$ cat src/rtl/tpu_mem_pkg.sv
// tpu_mem_pkg: shared constants, FSM state type and end-count helper for the memory read sequencer.
// Build option: MEM_RD_SKEW_EN selects the diagonal read skew across lanes; undefined gives all lanes in lockstep.
package tpu_mem_pkg;
    localparam int ADDR_W = 8;
    localparam int DATA_W = 8;
`ifdef MEM_RD_SKEW_EN
    localparam bit SKEW = 1'b1;
`else
    localparam bit SKEW = 1'b0;
`endif
    typedef enum logic [1:0] {IDLE, RUN, FIN} state_t;
    // Final step count of a sequence: the skewed wavefront needs lanes-1 extra steps for the last lane to drain.
    function automatic int last_cnt(input int len, input int lanes, input bit skew);
        return skew ? len + lanes - 2 : len - 1;
    endfunction
endpackage

$ cat src/rtl/rd_lane_gen.sv
// rd_lane_gen: combinational read enable and address for one lane at a given step count.
// Ports: cnt (step count), base_addr/len (latched request), stall -> rd_en, rd_addr.
// Build option: MEM_RD_SKEW_EN delays lane LANE by LANE steps.
module rd_lane_gen #(
    parameter int LANE   = 0,
    parameter int CNT_W  = 9,
    parameter int ADDR_W = tpu_mem_pkg::ADDR_W
) (
    input  logic [CNT_W-1:0]  cnt,
    input  logic [ADDR_W-1:0] base_addr,
    input  logic [ADDR_W-1:0] len,
    input  logic              stall,
    output logic              rd_en,
    output logic [ADDR_W-1:0] rd_addr
);
    import tpu_mem_pkg::*;
    logic [CNT_W-1:0] lo;
    logic             active;
    always_comb begin
        lo      = SKEW ? CNT_W'(LANE) : '0;
        active  = cnt >= lo && cnt < lo + CNT_W'(len);
        rd_en   = active && !stall;
        // truncation gives the modulo-2^ADDR_W address wrap
        rd_addr = active ? ADDR_W'(CNT_W'(base_addr) + cnt - lo) : '0;
    end
endmodule

$ cat src/rtl/mem_rd_seq.sv
// mem_rd_seq: read sequencer issuing a per-lane read wavefront into the systolic array input memories.
// Ports: clk, rst_n (sync, active-low), start, base_addr, len, stall
//        -> rd_en[WIDTH_HEIGHT], rd_addr[WIDTH_HEIGHT*ADDR_W] (lane i at i*ADDR_W), rd_valid, busy, done.
// Build option: MEM_RD_SKEW_EN enables the diagonal skew (lane i starts i cycles after lane 0).
module mem_rd_seq #(
    parameter int WIDTH_HEIGHT = 4,
    parameter int ADDR_W       = tpu_mem_pkg::ADDR_W
) (
    input  logic                           clk,
    input  logic                           rst_n,
    input  logic                           start,
    input  logic [ADDR_W-1:0]              base_addr,
    input  logic [ADDR_W-1:0]              len,
    input  logic                           stall,
    output logic [WIDTH_HEIGHT-1:0]        rd_en,
    output logic [WIDTH_HEIGHT*ADDR_W-1:0] rd_addr,
    output logic [WIDTH_HEIGHT-1:0]        rd_valid,
    output logic                           busy,
    output logic                           done
);
    import tpu_mem_pkg::*;
    // wide enough to reach len + lanes without wrapping
    localparam int CNT_W = $clog2(2**ADDR_W + WIDTH_HEIGHT);
    state_t                         state;
    logic [CNT_W-1:0]               cnt;
    logic [ADDR_W-1:0]              base_r;
    logic [ADDR_W-1:0]              len_r;
    logic [WIDTH_HEIGHT-1:0]        lane_en;
    logic [WIDTH_HEIGHT*ADDR_W-1:0] lane_addr;
    logic                           last;
    assign last = cnt == CNT_W'(last_cnt(int'(len_r), WIDTH_HEIGHT, SKEW));
    for (genvar i = 0; i < WIDTH_HEIGHT; i++) begin : g_lane
        rd_lane_gen #(.LANE(i), .CNT_W(CNT_W), .ADDR_W(ADDR_W)) u_lane (
            .cnt      (cnt),
            .base_addr(base_r),
            .len      (len_r),
            .stall    (stall),
            .rd_en    (lane_en[i]),
            .rd_addr  (lane_addr[i*ADDR_W +: ADDR_W])
        );
    end
    always_ff @(posedge clk) begin
        if (!rst_n) begin
            state    <= IDLE;
            cnt      <= '0;
            base_r   <= '0;
            len_r    <= '0;
            rd_en    <= '0;
            rd_addr  <= '0;
            rd_valid <= '0;
            busy     <= 1'b0;
            done     <= 1'b0;
        end else begin
            case (state)
                IDLE: if (start) begin
                    base_r <= base_addr;
                    len_r  <= len;
                    cnt    <= '0;
                    state  <= len == '0 ? FIN : RUN;
                end
                RUN: if (!stall) begin
                    cnt <= cnt + 1'b1;
                    if (last) state <= FIN;
                end
                default: state <= IDLE;
            endcase
            rd_en    <= state == RUN ? lane_en : '0;
            // a stall freezes the presented addresses rather than showing the next pending ones
            rd_addr  <= state != RUN ? '0 : stall ? rd_addr : lane_addr;
            rd_valid <= rd_en;
            busy     <= state == RUN;
            done     <= state == FIN;
        end
    end
endmodule

$ cat config.mk
export PLATFORM = sky130hd
export DESIGN_NAME = mem_rd_seq
export DESIGN_NICKNAME = d
export VERILOG_FILES = /design/src/rtl/tpu_mem_pkg.sv /design/src/rtl/rd_lane_gen.sv /design/src/rtl/mem_rd_seq.sv
export SDC_FILE = /design/constraint.sdc
export NUM_CORES = 1
export LEC_CHECK = 0
export CAP_MARGIN = 20
export CORE_AREA = 5 5 84 86
export DETAILED_ROUTE_END_ITERATION = 7
export DIE_AREA = 0 0 89 91
export GPL_TIMING_DRIVEN = 1
export PLACE_DENSITY = 0.65
export REMOVE_ABC_BUFFERS = 1
export SYNTH_ARGS = -nofsm -noshare
export SYNTH_HDL_FRONTEND = slang
export SYNTH_SLANG_ARGS = --single-unit
$ cat constraint.sdc
create_clock -name clk -period 2.71 [get_ports clk]
set_input_delay 0.542 -clock clk [delete_from_list [all_inputs] [get_ports clk]]
set_output_delay 0.542 -clock clk [all_outputs]
set_load 0.05 [all_outputs]
Word-level counts from Yosys, hierarchy flattened

Cells that the tools add are included.

Reductions and logical operators: 11
Multiply operators: 0
Bitwise logic cells: 1
Div/mod/pow operators: 0
Mux-type cells: 9
Add/subtract/negate cells: 3
Shift-type cells: 0
Magnitude comparators: 2
Equal/unequal tests: 7

Operator list:

| kind                                                              | count |
|---|---|
| 2-to-1 mux 9 bit                                                  | 2 |
| case mux 9 bit (2 select lines)                                   | 1 |
| adder 9 x 1 -> 9 bit, second input constant                       | 1 |
| equality test 9 bit                                               | 1 |
| greater-or-equal comparator 9 x 1 -> 1 bit, second input constant | 1 |
| less-than comparator 9 x 8 -> 1 bit                               | 1 |
| subtractor 8 x 1 -> 9 bit, second input constant                  | 1 |
| adder 8 bit                                                       | 1 |
| logical NOT 8 bit                                                 | 1 |
| 2-to-1 mux 2 bit                                                  | 4 |
| 2-to-1 mux 8 bit                                                  | 1 |
| != test 2 bit, second input constant                              | 3 |
| AND reduction 3 bit                                               | 2 |
| case mux 2 bit (2 select lines)                                   | 1 |
| AND reduction 2 bit                                               | 2 |
| equality test 2 x 1 -> 1 bit, second input constant               | 1 |
| equality test 2 bit, second input constant                        | 1 |
| logical AND 1 bit                                                 | 2 |
| logical NOT 2 bit                                                 | 1 |
| != test 2 x 1 -> 1 bit, second input constant                     | 1 |
| nonzero test 2 bit                                                | 1 |
| OR reduction 2 bit                                                | 1 |
| logical NOT 1 bit                                                 | 1 |
| NOT 1 bit                                                         | 1 |

Bits in read-only memories: 0
Input port bits: 20
Output and inout port bits: 42
Memories: 0
Latch bits: 0
Memory bits (writable): 0
Register bits: 63
Logic and storage cells: 42

Logic depth before layout (Yosys ltp)

Gate-level depths: netlist of the first run.

Word-level depth: 5
Gate-level depth with buffers: 7
Depth with buffers taken out: 7

Modules after synthesis

A second synthesis of the first run with hierarchy kept.

Cell total of the unflattened synthesis: 628
Area total of the unflattened synthesis: 5320.1 um2

By module, submodules not included:

| module      | area each (um2) | cells each | instances |
|---|---|---|---|
| mem_rd_seq  | 2877.8          | 308        | 1 |
| rd_lane_gen | 610.6           | 80         | 4 |

Worst setup path after synthesis of the first run

OpenSTA, ideal clock, no wires.

Path kind: flip-flop to flip-flop
Start: register len_r[4]
End: register rd_addr[24]
Slack: 0.844 ns
Arrival: 1.804 ns
Stages on the path, launching flop included: 8
Setup time: 0.062 ns
Buffers on the path: 0
Period minus slack after synthesis: 1.866 ns
Required time: 2.648 ns
Path through: dfxtp_1 -> inv_1 -> ha_1 -> a211o_1 -> a21oi_1 -> a31oi_1 -> nor4_4 -> a22o_1

Cells in the longest elaborated chain, start to end: 3

RTL lines:

| what                                | line              | RTL |
|---|---|---|
| from (decl)                         | mem_rd_seq.sv:27  | `logic [ADDR_W-1:0] len_r;` |
| from (signal assigned)              | mem_rd_seq.sv:57  | `len_r <= len;` |
| less-than comparator 9 x 8 -> 1 bit | rd_lane_gen.sv:21 | `active = cnt >= lo && cnt < lo + CNT_W'(len);` |
| logical AND 1 bit                   | rd_lane_gen.sv:21 |  |
| 2-to-1 mux 8 bit                    | rd_lane_gen.sv:24 | `rd_addr = active ? ADDR_W'(CNT_W'(base_addr) + cnt - lo) : '0;` |
| to (signal assigned)                | mem_rd_seq.sv:69  | `rd_addr <= state != RUN ? '0 : stall ? rd_addr : lane_addr;` |
| to (decl)                           | mem_rd_seq.sv:16  | `output logic [WIDTH_HEIGHT*ADDR_W-1:0] rd_addr,` |

No other way between the ends.
A chain may end at the register's enable or synchronous reset.

Worst setup path in the final report of the first run

Start: register len_r[4]
End: register rd_addr[25]

The elaborated chain is that of the path after synthesis.

==> results of run 1 <==
-- cell families after synthesis --
| logic type | Yosys count | share of synthesized area, % |
|---|---|---|
| DFF | 39 | 32.50 |
| and+or+nand+nor | 98 | 21.35 |
| AOI/OAI and AO/OA | 56 | 15.10 |
| xor gates and xnor gates | 22 | 8.021 |
| muxes | 1 | 0.6248 |
| buffers and inverters | 48 | 12.71 |
| adders and majority gates | 18 | 9.687 |
-- power by group through the flow --
stage	Sequential [mW]	Combinational (mW)	Clock, mW
floorplan	0.660	0.137	0
global placement	0.634	0.256	0
detailed placement	0.634	0.258	0
CTS	0.621	0.259	0.519
global route	0.624	0.283	0.545
finish	0.621	0.258	0.506
-- critical path: stages, from the launching register on --
cell and delay, ns:
sky130_fd_sc_hd__dfxtp_1 0.44, sky130_fd_sc_hd__inv_1 0.11, sky130_fd_sc_hd__ha_1 0.32, sky130_fd_sc_hd__a211o_1 0.26, sky130_fd_sc_hd__a21oi_1 0.11, sky130_fd_sc_hd__a31oi_1 0.13, sky130_fd_sc_hd__nor4_4 0.49, sky130_fd_sc_hd__a22o_1 0.22
-- path summary, 6_finish.rpt --
path	end
setup / recovery	rd_addr[25]$_SDFFE_PN0N_
hold / removal	base_r[2]$_SDFFE_PN0P_
setup reg to reg	rd_addr[25]$_SDFFE_PN0N_
hold reg to reg	base_r[2]$_SDFFE_PN0P_
-- sequential cells by signal (all words and copies together), names as in the netlist --
signal    count
cnt           9
base_r        8
len_r         8
rd_addr       8
state         2
busy          1
done          1
rd_en         1
rd_valid      1
-- cell usage in the layout (no fill, tap or decap), types with 4 or more instances in the layout --
master                             n
sky130_fd_sc_hd__nor2_1           18
sky130_fd_sc_hd__a22o_1            8
sky130_fd_sc_hd__nand3_1           5
sky130_fd_sc_hd__ha_1             17
sky130_fd_sc_hd__xnor2_1          14
sky130_fd_sc_hd__clkbuf_8          6
sky130_fd_sc_hd__inv_1            11
sky130_fd_sc_hd__nand4_1           5
sky130_fd_sc_hd__a21oi_1          24
sky130_fd_sc_hd__a31oi_1           4
sky130_fd_sc_hd__nor2b_1           5
sky130_fd_sc_hd__nor3_1            6
sky130_fd_sc_hd__dfxtp_1          39
sky130_fd_sc_hd__xor2_1            8
sky130_fd_sc_hd__o21ai_0           5
sky130_fd_sc_hd__buf_4             5
sky130_fd_sc_hd__nand2_1          42
sky130_fd_sc_hd__clkdlybuf4s50_1  61
-- through the flow --
| step | utilization [%] | setup slack, ns | power (mW) | hold slack (ns) | area, um2 |
|---|---|---|---|---|---|
| after floorplan | - | 0.5988 | 0.7979 | 0.4400 | 2138 |
| after global placement | 46.46 | 0.3923 | 0.8893 | 0.4483 | 2883 |
| after detailed placement | 46.46 | 0.3770 | 0.8919 | 0.4547 | 2883 |
| after CTS | 48.36 | 0.5694 | 1.399 | 0.4655 | 3000 |
| after global routing | 48.36 | 0.3867 | 1.453 | 0.4962 | 3000 |
| final | 48.36 | 0.5779 | 1.384 | 0.4638 | 3000 |
-- routing by layer --
metal,track usage [%],vias to the layer above
li1,-,1016
met1,19.70,902
met2,21.53,44
met3,2.081,7
met4,6.824,0
met5,0,-
-- area by class of cell --
cell class                      instances  share of cell area, %
Timing Repair Buffer                   66                  21.60
Clock inverter                          2                  1.168
Multi-Input combinational cell        195                  43.87
Tap cell                               77                  3.211
Clock buffer                            6                  2.752
Sequential cell                        39                  26.02
Inverter                               11                  1.376
==> results.md, run 1 <==
* Multi-input gate area in the final layout at about 1300 um2
* Final setup skew at roughly 0.0081 ns
* Cell depth of the worst min-delay path at 2
* Synth Flop Type: sky130_fd_sc_hd__dfxtp_1
* Post-synthesis area per instance at around 8.5 um2
* Total I/O pin count at between 60 and 70
* Area added between synthesis and finish at 24.90%
* Peak VDD IR at roughly 0.00021 V
* Wire length on met1 at ~2.6 mm
* Initial antenna violation count at 0
* Placeable core region at 6205 um2
* Met3 Routed Length at 242 um
* WL met2 at about 2.5 mm
* Number of fill cells in the layout at ~600
* Number of placed instances, taps included at between 300 and 400
* Netlist cell types at 48
* Leading cell type by number of instances after synthesis: sky130_fd_sc_hd__nand2_1
* Maximum clock rate at around 470 MHz
* HPWL after detailed placement at 4.258 mm
* Crit path max fanout at 9
* Synthesis-stage register bit count at 39
* LEAKAGE at ~1.1 nW
* Clk_lat worst skew at 0.30 ns
* Post-cts repair resize count at 0
* Final setup violation count at 0
* Tightest Hold Check Type: register to register
* Number of slew-limit violations in the final report at 0
* Sequential power share at between 40 and 50%
* Initial DRC count at 80
* Most frequent cells after synthesis: 42 x sky130_fd_sc_hd__nand2_1, 39 x sky130_fd_sc_hd__dfxtp_1, 31 x sky130_fd_sc_hd__buf_4, 24 x sky130_fd_sc_hd__a21oi_1, 18 x sky130_fd_sc_hd__nor2_1
* Wire length of the first global-routing pass at approximately 9.1 mm
* Hold violation count in the final report at 0
* DRC at 0
* Avg Vias per Cell at 4.972
* Transition at the pin with the smallest max-transition slack at between 0.8 and 0.9 ns
* Row Count at 29
* Critical Path AT at ~2.4 ns
* Post-synth top area share at between 30% and 40%
* Critical R2R Launch: len_r[4]$_SDFFE_PN0P_
* Top cells by area in the synthesized netlist: sky130_fd_sc_hd__dfxtp_1 33%, sky130_fd_sc_hd__buf_4 9.7%, sky130_fd_sc_hd__ha_1 8.9%, sky130_fd_sc_hd__nand2_1 6.6%, sky130_fd_sc_hd__xnor2_1 5.1%
* Initial cell density of the core at between 30% and 40%
* Fraction of layout instances using a drive strength above 1 at ~6.6%
* Number of buffers inserted by port buffering at 61
* Iteration count of the initial detailed-routing pass at 4
* Grt ovf at 0
* Clk root buf: sky130_fd_sc_hd__clkbuf_8
* Number of inserted diodes at 0
* Proportion of register bits with asynchronous set or reset after synthesis at 0%
* Fin cells at roughly 400
* Post CTS Setup Buffer Count at 0
* Maximum level of the CTS H-tree at 2
* TritonCTS clock tree: built
* Power density over cell area at approximately 460 nW/um2
* Worst setup SP type: register
* Tmin final at roughly 2.1 ns
* Reg2Reg Depth at 7
* Die height at 91 um
* Via count of the first global-routing pass at 1857
* Area occupied by registers at about 780 um2
* Routability Congestion at between 0.8 and 0.9
* Status: completed
* Post-synthesis instance area at roughly 2400 um2
* Number of hold buffers added after CTS at 0
* Launching element of the worst setup path: len_r[4]$_SDFFE_PN0P_
* Switching power share of the total at a little over a quarter
* Critical setup path kind: register to register
* Final wirelength at 5.429 mm
* NumNets Final at between 300 and 400
* Sinks on Clock Net at 39
* WP data required at between 2 and 3 ns
* Count of mapped cells out of synthesis at about 280
* Area enclosed by the die boundary at 8099 um2
* Detail-routed net length per standard cell at between 10 and 15 um
* Clock share of power at approximately 37%
* Cell taking the most area after synthesis: sky130_fd_sc_hd__dfxtp_1
* Hold wc startpoint: base_r[2]$_SDFFE_PN0P_
* Top routing layer in use: met4
* Post-synth EDFFs at 0
* Total negative slack for setup checks at 0 ns
* Die width at 89 um
* Total number of vias at around 2000
* Max_cap viols at 0
* ANT nets after route at 0
* Number of buffers created by CTS at 5
* Part of the total power dissipated in combinational logic at between 10% and 20%
* Setup repair after global routing missed its margin: no
* Switching power at 0.3775 mW
* Largest net degree at the start of global routing at 18
* Internal power at between 1 and 1.5 mW
* Worst slew margin relative to its limit at between 40% and 50%
* Synth Warn # at 0
* Register area share after synthesis at between 30% and 40%
* Setup slack on the worst flop-to-flop path at 0.58 ns
* Aggregate global-route resource usage at roughly 14%
* Final clock period utilization by the worst path at 78.67%
* Clock slew seen by the registers of the worst setup and hold paths at approximately 0.080 ns
* CP endpoint kind: register
* Max Buffers Root-to-Sink at 2
(Power assumes the default switching activity.)
==> inputs of run 2 (changes only) <==
- PLACE_DENSITY: 0.65 -> 0.68
- clock period: 2.71 -> 1.8 ns (I/O delays scaled with it)
==> results.md, run 2 (synthesis results as in run 1) <==
* Cell depth of the worst min-delay path at 2 (unchanged)
* Number of fill cells in the layout at 571 (-6.2%)
* Final clock period utilization by the worst path at 100.3% (+22 points)
* Critical R2R Launch: len_r[4]$_SDFFE_PN0P_
* Placeable core region at 6205 um2 (unchanged)
* Total I/O pin count at 62 (unchanged)
* Die height at 91 um (unchanged)
* Final setup violation count at 3 (+3)
* Tmin final at 1.805 ns (-0.3266 ns)
* Internal power at 1.679 mW (+67%)
* Reg2Reg Depth at 8 (+1)
* Number of slew-limit violations in the final report at 0 (unchanged)
* Register with the most flip-flops: cnt
* HPWL after detailed placement at 4.666 mm (+9.6%)
* Grt ovf at 0 (unchanged)
* Number of buffers inserted by port buffering at 61 (unchanged)
* TritonCTS clock tree: built
* Row Count at 29 (unchanged)
* Iteration count of the initial detailed-routing pass at 4 (unchanged)
* Clk_lat worst skew at 0.29 ns (about the same)
* Max_cap viols at 0 (unchanged)
* CP endpoint kind: register
* Switching power at 0.5941 mW (+57%)
* Cell with the largest stage delay on the worst path: sky130_fd_sc_hd__dfxtp_2
* NumNets Final at 401 (+13%)
* Setup repair after global routing missed its margin: yes
* Avg Vias per Cell at 4.946 (-0.54%)
* Failing checks: setup timing
* Sinks on Clock Net at 39 (unchanged)
* Least setup slack across all paths after layout at -0.005460 ns (-0.5834 ns)
* Hold wc startpoint: base_r[0]$_SDFFE_PN0P_
* Peak VDD IR at 0.0004529 V (+120%)
* Post-route worst hold slack at 0.4632 ns (-0.0005920 ns)
* LEAKAGE at 1.465 nW (+27%)
* Fraction of layout instances using a drive strength above 1 at 32.42% (+26 points)
* Max Buffers Root-to-Sink at 2 (unchanged)
* Hold violation count in the final report at 0 (unchanged)
* ANT nets after route at 0 (unchanged)
* Highest-count cells in the layout ignoring fill and taps: 91 x sky130_fd_sc_hd__buf_4, 42 x sky130_fd_sc_hd__nand2_1, 37 x sky130_fd_sc_hd__dfxtp_1, 22 x sky130_fd_sc_hd__a21oi_1, 19 x sky130_fd_sc_hd__clkdlybuf4s50_1
* DRC at 0 (unchanged)
* Area added between synthesis and finish at 37.50%
* Number of flip-flops under the largest register name at 9 (unchanged)
* Initial antenna violation count at 0 (unchanged)
* Clk root buf: sky130_fd_sc_hd__clkbuf_8
* Worst setup SP type: register
* Critical Path AT at 2.05 ns (-0.33 ns)
* Worst stage delay on the critical path at 0.34 ns (-0.15 ns)
* Part of the total power dissipated in combinational logic at 21.1% (+2.5 points)
* Transition at the pin with the smallest max-transition slack at 0.4027 ns (-0.4548 ns)
* Number of inserted diodes at 0 (unchanged)
* Initial DRC count at 117 (+46%)
* Number of buffers created by CTS at 5 (unchanged)
* Worst flop-to-flop path endpoint: rd_addr[30]$_SDFFE_PN0N_
* Power after layout at 2.273 mW (+64%)
* Status: complete, but fails checks
* Power density over cell area at 688.2 nW/um2 (+49%)
* Detail-routed net length per standard cell at 13.88 um (+1.2%)
* Critical setup path kind: register to register
* Maximum clock rate at 553.9 MHz (+18%)
* Setup slack on the worst flop-to-flop path at -0.005 ns (-0.58 ns)
* Crit path max fanout at 4 (-5)
* Maximum level of the CTS H-tree at 2 (unchanged)
* Aggregate global-route resource usage at 15.63% (+1.4 points)
* Sequential power share at 40.6% (-4.2 points)
* Initial cell density of the core at 38.72% (unchanged)
* Switching power share of the total at 26.14% (-1.1 points)
* Area enclosed by the die boundary at 8099 um2 (unchanged)
* Hold path endpoint: base_r[0]$_SDFFE_PN0P_
* Commonest non-fill, non-tap cell in the layout: sky130_fd_sc_hd__buf_4
* Via count of the first global-routing pass at 2107 (+13%)
* Final setup skew at 0.007706 ns (-0.0003870 ns)
* Ordered list of cells on the worst path: inv_2 -> ha_4 -> a211o_1 -> a21oi_2 -> a31oi_2 -> nor4_4 -> buf_4 -> a22o_1
* Total negative slack for setup checks at -0.01550 ns (-0.01550 ns)
* Total number of vias at 2181 (+11%)
* Largest net degree at the start of global routing at 13 (-5)
* Wire length of the first global-routing pass at 9.991 mm (+10%)
* Pre-CTS setup slack at -0.1543 ns (-0.5313 ns)
* Clock share of power at 38.3% (+1.7 points)
* Die width at 89 um (unchanged)
* Routability Congestion at 0.8399 (+2.7%)
* Final wirelength at 6.121 mm (+13%)
* Clock slew seen by the registers of the worst setup and hold paths at 0.08 ns (about the same)
* WP data required at 2.04 ns (-0.91 ns)
* Number of hold buffers added after CTS at 0 (unchanged)
* Tightest Hold Check Type: register to register
* Worst slew margin relative to its limit at 73.12% (+31 points)
==> run 2: cell type report <==
cell class                      count  area [um2]  share of cell area, %
Multi-Input combinational cell    195        1365                  41.33
Timing Repair Buffer              111       884.6                  26.78
Sequential cell                    39       783.3                  23.71
Tap cell                           77       96.34                  2.917
Clock buffer                        6       72.57                  2.197
Clock inverter                      2       60.06                  1.818
Inverter                           11       41.29                  1.250
==> run 2: worst max-delay path by stage <==
stage	from	end	slack (ns)	cells after the start
after global routing	len_r[4]$_SDFFE_PN0P_	rd_addr[30]$_SDFFE_PN0N_	-0.08	8
after global placement	len[3]	state[1]$_SDFFE_PN0P_	-0.17	7
after detailed placement	stall	rd_addr[24]$_SDFFE_PN0N_	-0.15	5
after floorplan	rd_addr[23]$_SDFFE_PN0N_	rd_addr[23]$_SDFFE_PN0N_	-0.14	1
final	len_r[4]$_SDFFE_PN0P_	rd_addr[30]$_SDFFE_PN0N_	-0.005	8
after CTS	len_r[6]$_SDFFE_PN0P_	rd_addr[25]$_SDFFE_PN0N_	0.007	8
==> run 2: power by group through the flow <==
stage / Clock [mW] / Combinational, mW / Sequential [mW]
final: 0.870 / 0.481 / 0.922
after global routing: 0.927 / 0.522 / 0.928
after CTS: 0.878 / 0.477 / 0.922
after detailed placement: 0 / 0.473 / 0.942
after global placement: 0 / 0.467 / 0.941
after floorplan: 0 / 0.207 / 0.994
==> run 2: what timing repair did <==
| item | in CTS | in global routing |
|---|---|---|
| endpoints found under the setup margin | 9 | 9 |
| cloned | 1 | 0 |
| setup buffers | 0 | 0 |
| pin swaps | 4 | 2 |
| gates resized for setup | 11 | 3 |
==> run 2: critical path, delay by kind of cell, from the launching register on <==
kind | cells | cell delay [ns]
AO/OA/AOI/OAI | 4 | 0.71
adder cells (fa/ha/maj) | 1 | 0.21
buffers and inverters | 2 | 0.26
flip-flops | 1 | 0.34
AND/OR/NAND/NOR | 1 | 0.25
==> run 2: per-layer routing <==
layer / up-vias / part of all wire [%] / GRT usage [%]
met1: 1023 / 44 / 20.35
met4: 0 / 1.6 / 4.467
li1: 1106 / - / -
met3: 8 / 4.3 / 3.077
met2: 44 / 50 / 25.99
met5: - / 0 / 0
==> run 2: per-stage QoR <==
stage	std cells	util [%]	instance area, um2
after floorplan	245	-	2138
after detailed placement	433	50.21	3115
after global routing	441	53.24	3303
after global placement	433	50.21	3115
final	441	53.24	3303
after CTS	441	52.93	3284
==> inputs of run 3 (changes only) <==
- CELL_PAD_IN_SITES_DETAIL_PLACEMENT: default -> 1
- CELL_PAD_IN_SITES_GLOBAL_PLACEMENT: default -> 1
- CORE_AREA: 5 5 84 86 -> 5 5 93 95
- DIE_AREA: 0 0 89 91 -> 0 0 98 100
- PLACE_DENSITY: 0.68 -> 0.73
- REMOVE_ABC_BUFFERS: 1 -> default
==> results.md, run 3 (synthesis results as in run 1) <==
* Worst setup SP type: register
* Number of buffers created by CTS at 5 (unchanged)
* Worst slew margin relative to its limit at 70.90% (-2.2 points)
* Cell with the largest stage delay on the worst path: sky130_fd_sc_hd__fa_2
* Commonest non-fill, non-tap cell in the layout: sky130_fd_sc_hd__buf_4
* Grt ovf at 0 (unchanged)
* Number of fill cells in the layout at 925 (+62%)
* Area enclosed by the die boundary at 9800 um2 (+21%)
* Library cell appearing most often on the critical path: sky130_fd_sc_hd__a21oi_2
* Number of flip-flops under the largest register name at 9 (unchanged)
* Tmin final at 1.797 ns (-0.008126 ns)
* Die width at 98 um (+10%)
* Register with the most flip-flops: cnt
* Number of buffers inserted by port buffering at 61 (unchanged)
* NumNets Final at 398 (-0.75%)
* Aggregate global-route resource usage at 13.94% (-1.7 points)
* ANT nets after route at 0 (unchanged)
* Wire length of the first global-routing pass at 11.18 mm (+12%)
* Final clock period utilization by the worst path at 99.85% (-0.45 points)
* Maximum level of the CTS H-tree at 2 (unchanged)
* Post-Syn Nets at between 300 and 400
* Maximum clock rate at 556.4 MHz (+0.45%)
* Row Count at 32 (+10%)
* Max Buffers Root-to-Sink at 2 (unchanged)
* Avg Vias per Cell at 4.799 (-3.0%)
* Sinks on Clock Net at 39 (unchanged)
* Critical Path AT at 2.00 ns (-0.05 ns)
* Setup repair after global routing missed its margin: yes
* Crit path max fanout at 3 (-1)
* Max_cap viols at 0 (unchanged)
* Hold violation count in the final report at 0 (unchanged)
* Fin cells at 463 (+5.0%)
* Number of placed instances, taps included at 452 (+4.4%)
* Number of hold buffers added after CTS at 0 (unchanged)
* Die height at 100 um (+9.9%)
* Initial antenna violation count at 0 (unchanged)
* Transition at the pin with the smallest max-transition slack at 0.4359 ns (+0.03328 ns)
* LEAKAGE at 1.440 nW (-1.7%)
* Largest net degree at the start of global routing at 14 (+1)
* Setup slack on the worst flop-to-flop path at 0.003 ns (about the same)
* Clk root buf: sky130_fd_sc_hd__clkbuf_8
* Power density over cell area at 616.2 nW/um2 (-10%)
* Total I/O pin count at 62 (unchanged)
* Highest-count cells in the layout ignoring fill and taps: 88 x sky130_fd_sc_hd__buf_4, 42 x sky130_fd_sc_hd__nand2_1, 33 x sky130_fd_sc_hd__dfxtp_1, 21 x sky130_fd_sc_hd__a21oi_1, 19 x sky130_fd_sc_hd__clkdlybuf4s50_1
* Initial cell density of the core at 31.41% (-7.3 points)
* Detail-routed net length per standard cell at 14.97 um (+7.9%)
* Initial DRC count at 53 (-55%)
* Area occupied by registers at 790.8 um2 (+0.96%)
* Cell type group with the largest total delay on the critical path: compound AO/OA/AOI/OAI gates
* Final wirelength at 6.931 mm (+13%)
* Buf/Inv on CP at 0 (-2)
* Final setup skew at 0.004151 ns (-0.003555 ns)
* Routability Congestion at 0.8326 (-0.87%)
* Clk_lat worst skew at 0.30 ns (about the same)
* WP data required at 2.00 ns (-0.04 ns)
* CP endpoint kind: register
* Worst stage delay on the critical path at 0.36 ns (+0.02 ns)
* Iteration count of the initial detailed-routing pass at 4 (unchanged)
* TritonCTS clock tree: built
* DRC at 0 (unchanged)
* Placeable core region at 7647 um2 (+23%)
* Clock slew seen by the registers of the worst setup and hold paths at 0.08 ns (about the same)
* Number of inserted diodes at 0 (unchanged)
* HPWL after detailed placement at 5.521 mm (+18%)
* Number of slew-limit violations in the final report at 0 (unchanged)
* Final setup violation count at 0 (-3)
* Total number of vias at 2222 (+1.9%)
* Tightest Hold Check Type: register to register
* Via count of the first global-routing pass at 2357 (+12%)
* Multi-input gate area in the final layout at 1395 um2 (+2.2%)
* Area added between synthesis and finish at 37.60% (about the same)
* Ordered list of cells on the worst path: ha_1 -> fa_2 -> a21oi_2 -> o211ai_1 -> a21oi_2 -> xnor2_1 -> a22o_1
* Total negative slack for setup checks at 0 ns (+0.01550 ns)
* Fraction of layout instances using a drive strength above 1 at 34.63% (+2.2 points)
* Status: completed
* Critical setup path kind: register to register
* Peak VDD IR at 0.0003283 V (-28%)
[run 3: cell count changes in the layout (fill, tap and decap cells not counted), moves of 2 or more]
| cell | before | now |
|---|---|---|
| sky130_fd_sc_hd__dfxtp_2 | 2 | 5 |
| sky130_fd_sc_hd__buf_4 | 91 | 88 |
| sky130_fd_sc_hd__clkinvlp_4 | 0 | 2 |
| sky130_fd_sc_hd__dfxtp_1 | 37 | 33 |
| sky130_fd_sc_hd__bufinv_16 | 2 | 0 |
[run 3: layout make-up]
class                   instances  area share [%]
repair buffers                108           26.08
clock buffers                   5           2.082
well taps                     102           3.861
clock inverters                 3          0.6056
flip-flops and latches         39           23.92
inverters                      11           1.249
multi-input cells             195           42.20
[run 3: worst paths after layout]
path / cells after the start / to / startpoint
worst min-delay path: 2 / base_r[0]$_SDFFE_PN0P_ / base_r[0]$_SDFFE_PN0P_
worst max-delay path: 7 / rd_addr[30]$_SDFFE_PN0N_ / cnt[0]$_SDFFE_PN0P_
worst min register to register: 2 / base_r[0]$_SDFFE_PN0P_ / base_r[0]$_SDFFE_PN0P_
worst max register to register: 7 / rd_addr[30]$_SDFFE_PN0N_ / cnt[0]$_SDFFE_PN0P_
[run 3: where the power goes]
group | total [mW] | internal [mW] | switching, mW
sequential | 0.921 | 0.894 | 0.0270
combinational | 0.496 | 0.235 | 0.262
clock | 0.620 | 0.270 | 0.350
total | 2.04 | 1.40 | 0.639
[run 3: worst reg2reg max path: stages (launching register included)]
cell and delay (ns):
sky130_fd_sc_hd__dfxtp_2 0.34, sky130_fd_sc_hd__ha_1 0.24, sky130_fd_sc_hd__fa_2 0.36, sky130_fd_sc_hd__a21oi_2 0.15
sky130_fd_sc_hd__o211ai_1 0.15, sky130_fd_sc_hd__a21oi_2 0.18, sky130_fd_sc_hd__xnor2_1 0.09, sky130_fd_sc_hd__a22o_1 0.19
[run 3: timing repair]
item	4_1_cts	5_1_grt
setup endpoints to repair	8	11
resized for setup	13	12
cloned	1	0
pin swaps	2	9
setup buffers	2	1
[run 3: routing by layer]
layer  vias to the layer above  share of wire, %  global-route usage, %
met5                         -                 0                      0
met4                         0               1.1                  3.621
met3                         8               4.5                  2.919
met2                        47                52                  26.02
met1                      1064                43                  16.13
li1                       1103                 -                      -
[run 3: metrics by stage]
step                      setup WS (ns)  area [um2]  utilization (%)  total power [mW]  hold WS, ns
after floorplan                0.009843        2402                -             1.223       0.4400
final                          0.002666        3306            43.23             2.037       0.4668
after detailed placement        -0.2742        3102            40.56             1.419       0.4622
after global placement          -0.1600        3102            40.56             1.406       0.4534
after global routing           -0.08084        3306            43.23             2.140       0.4979
after CTS                       0.01097        3246            42.44             2.041       0.4742
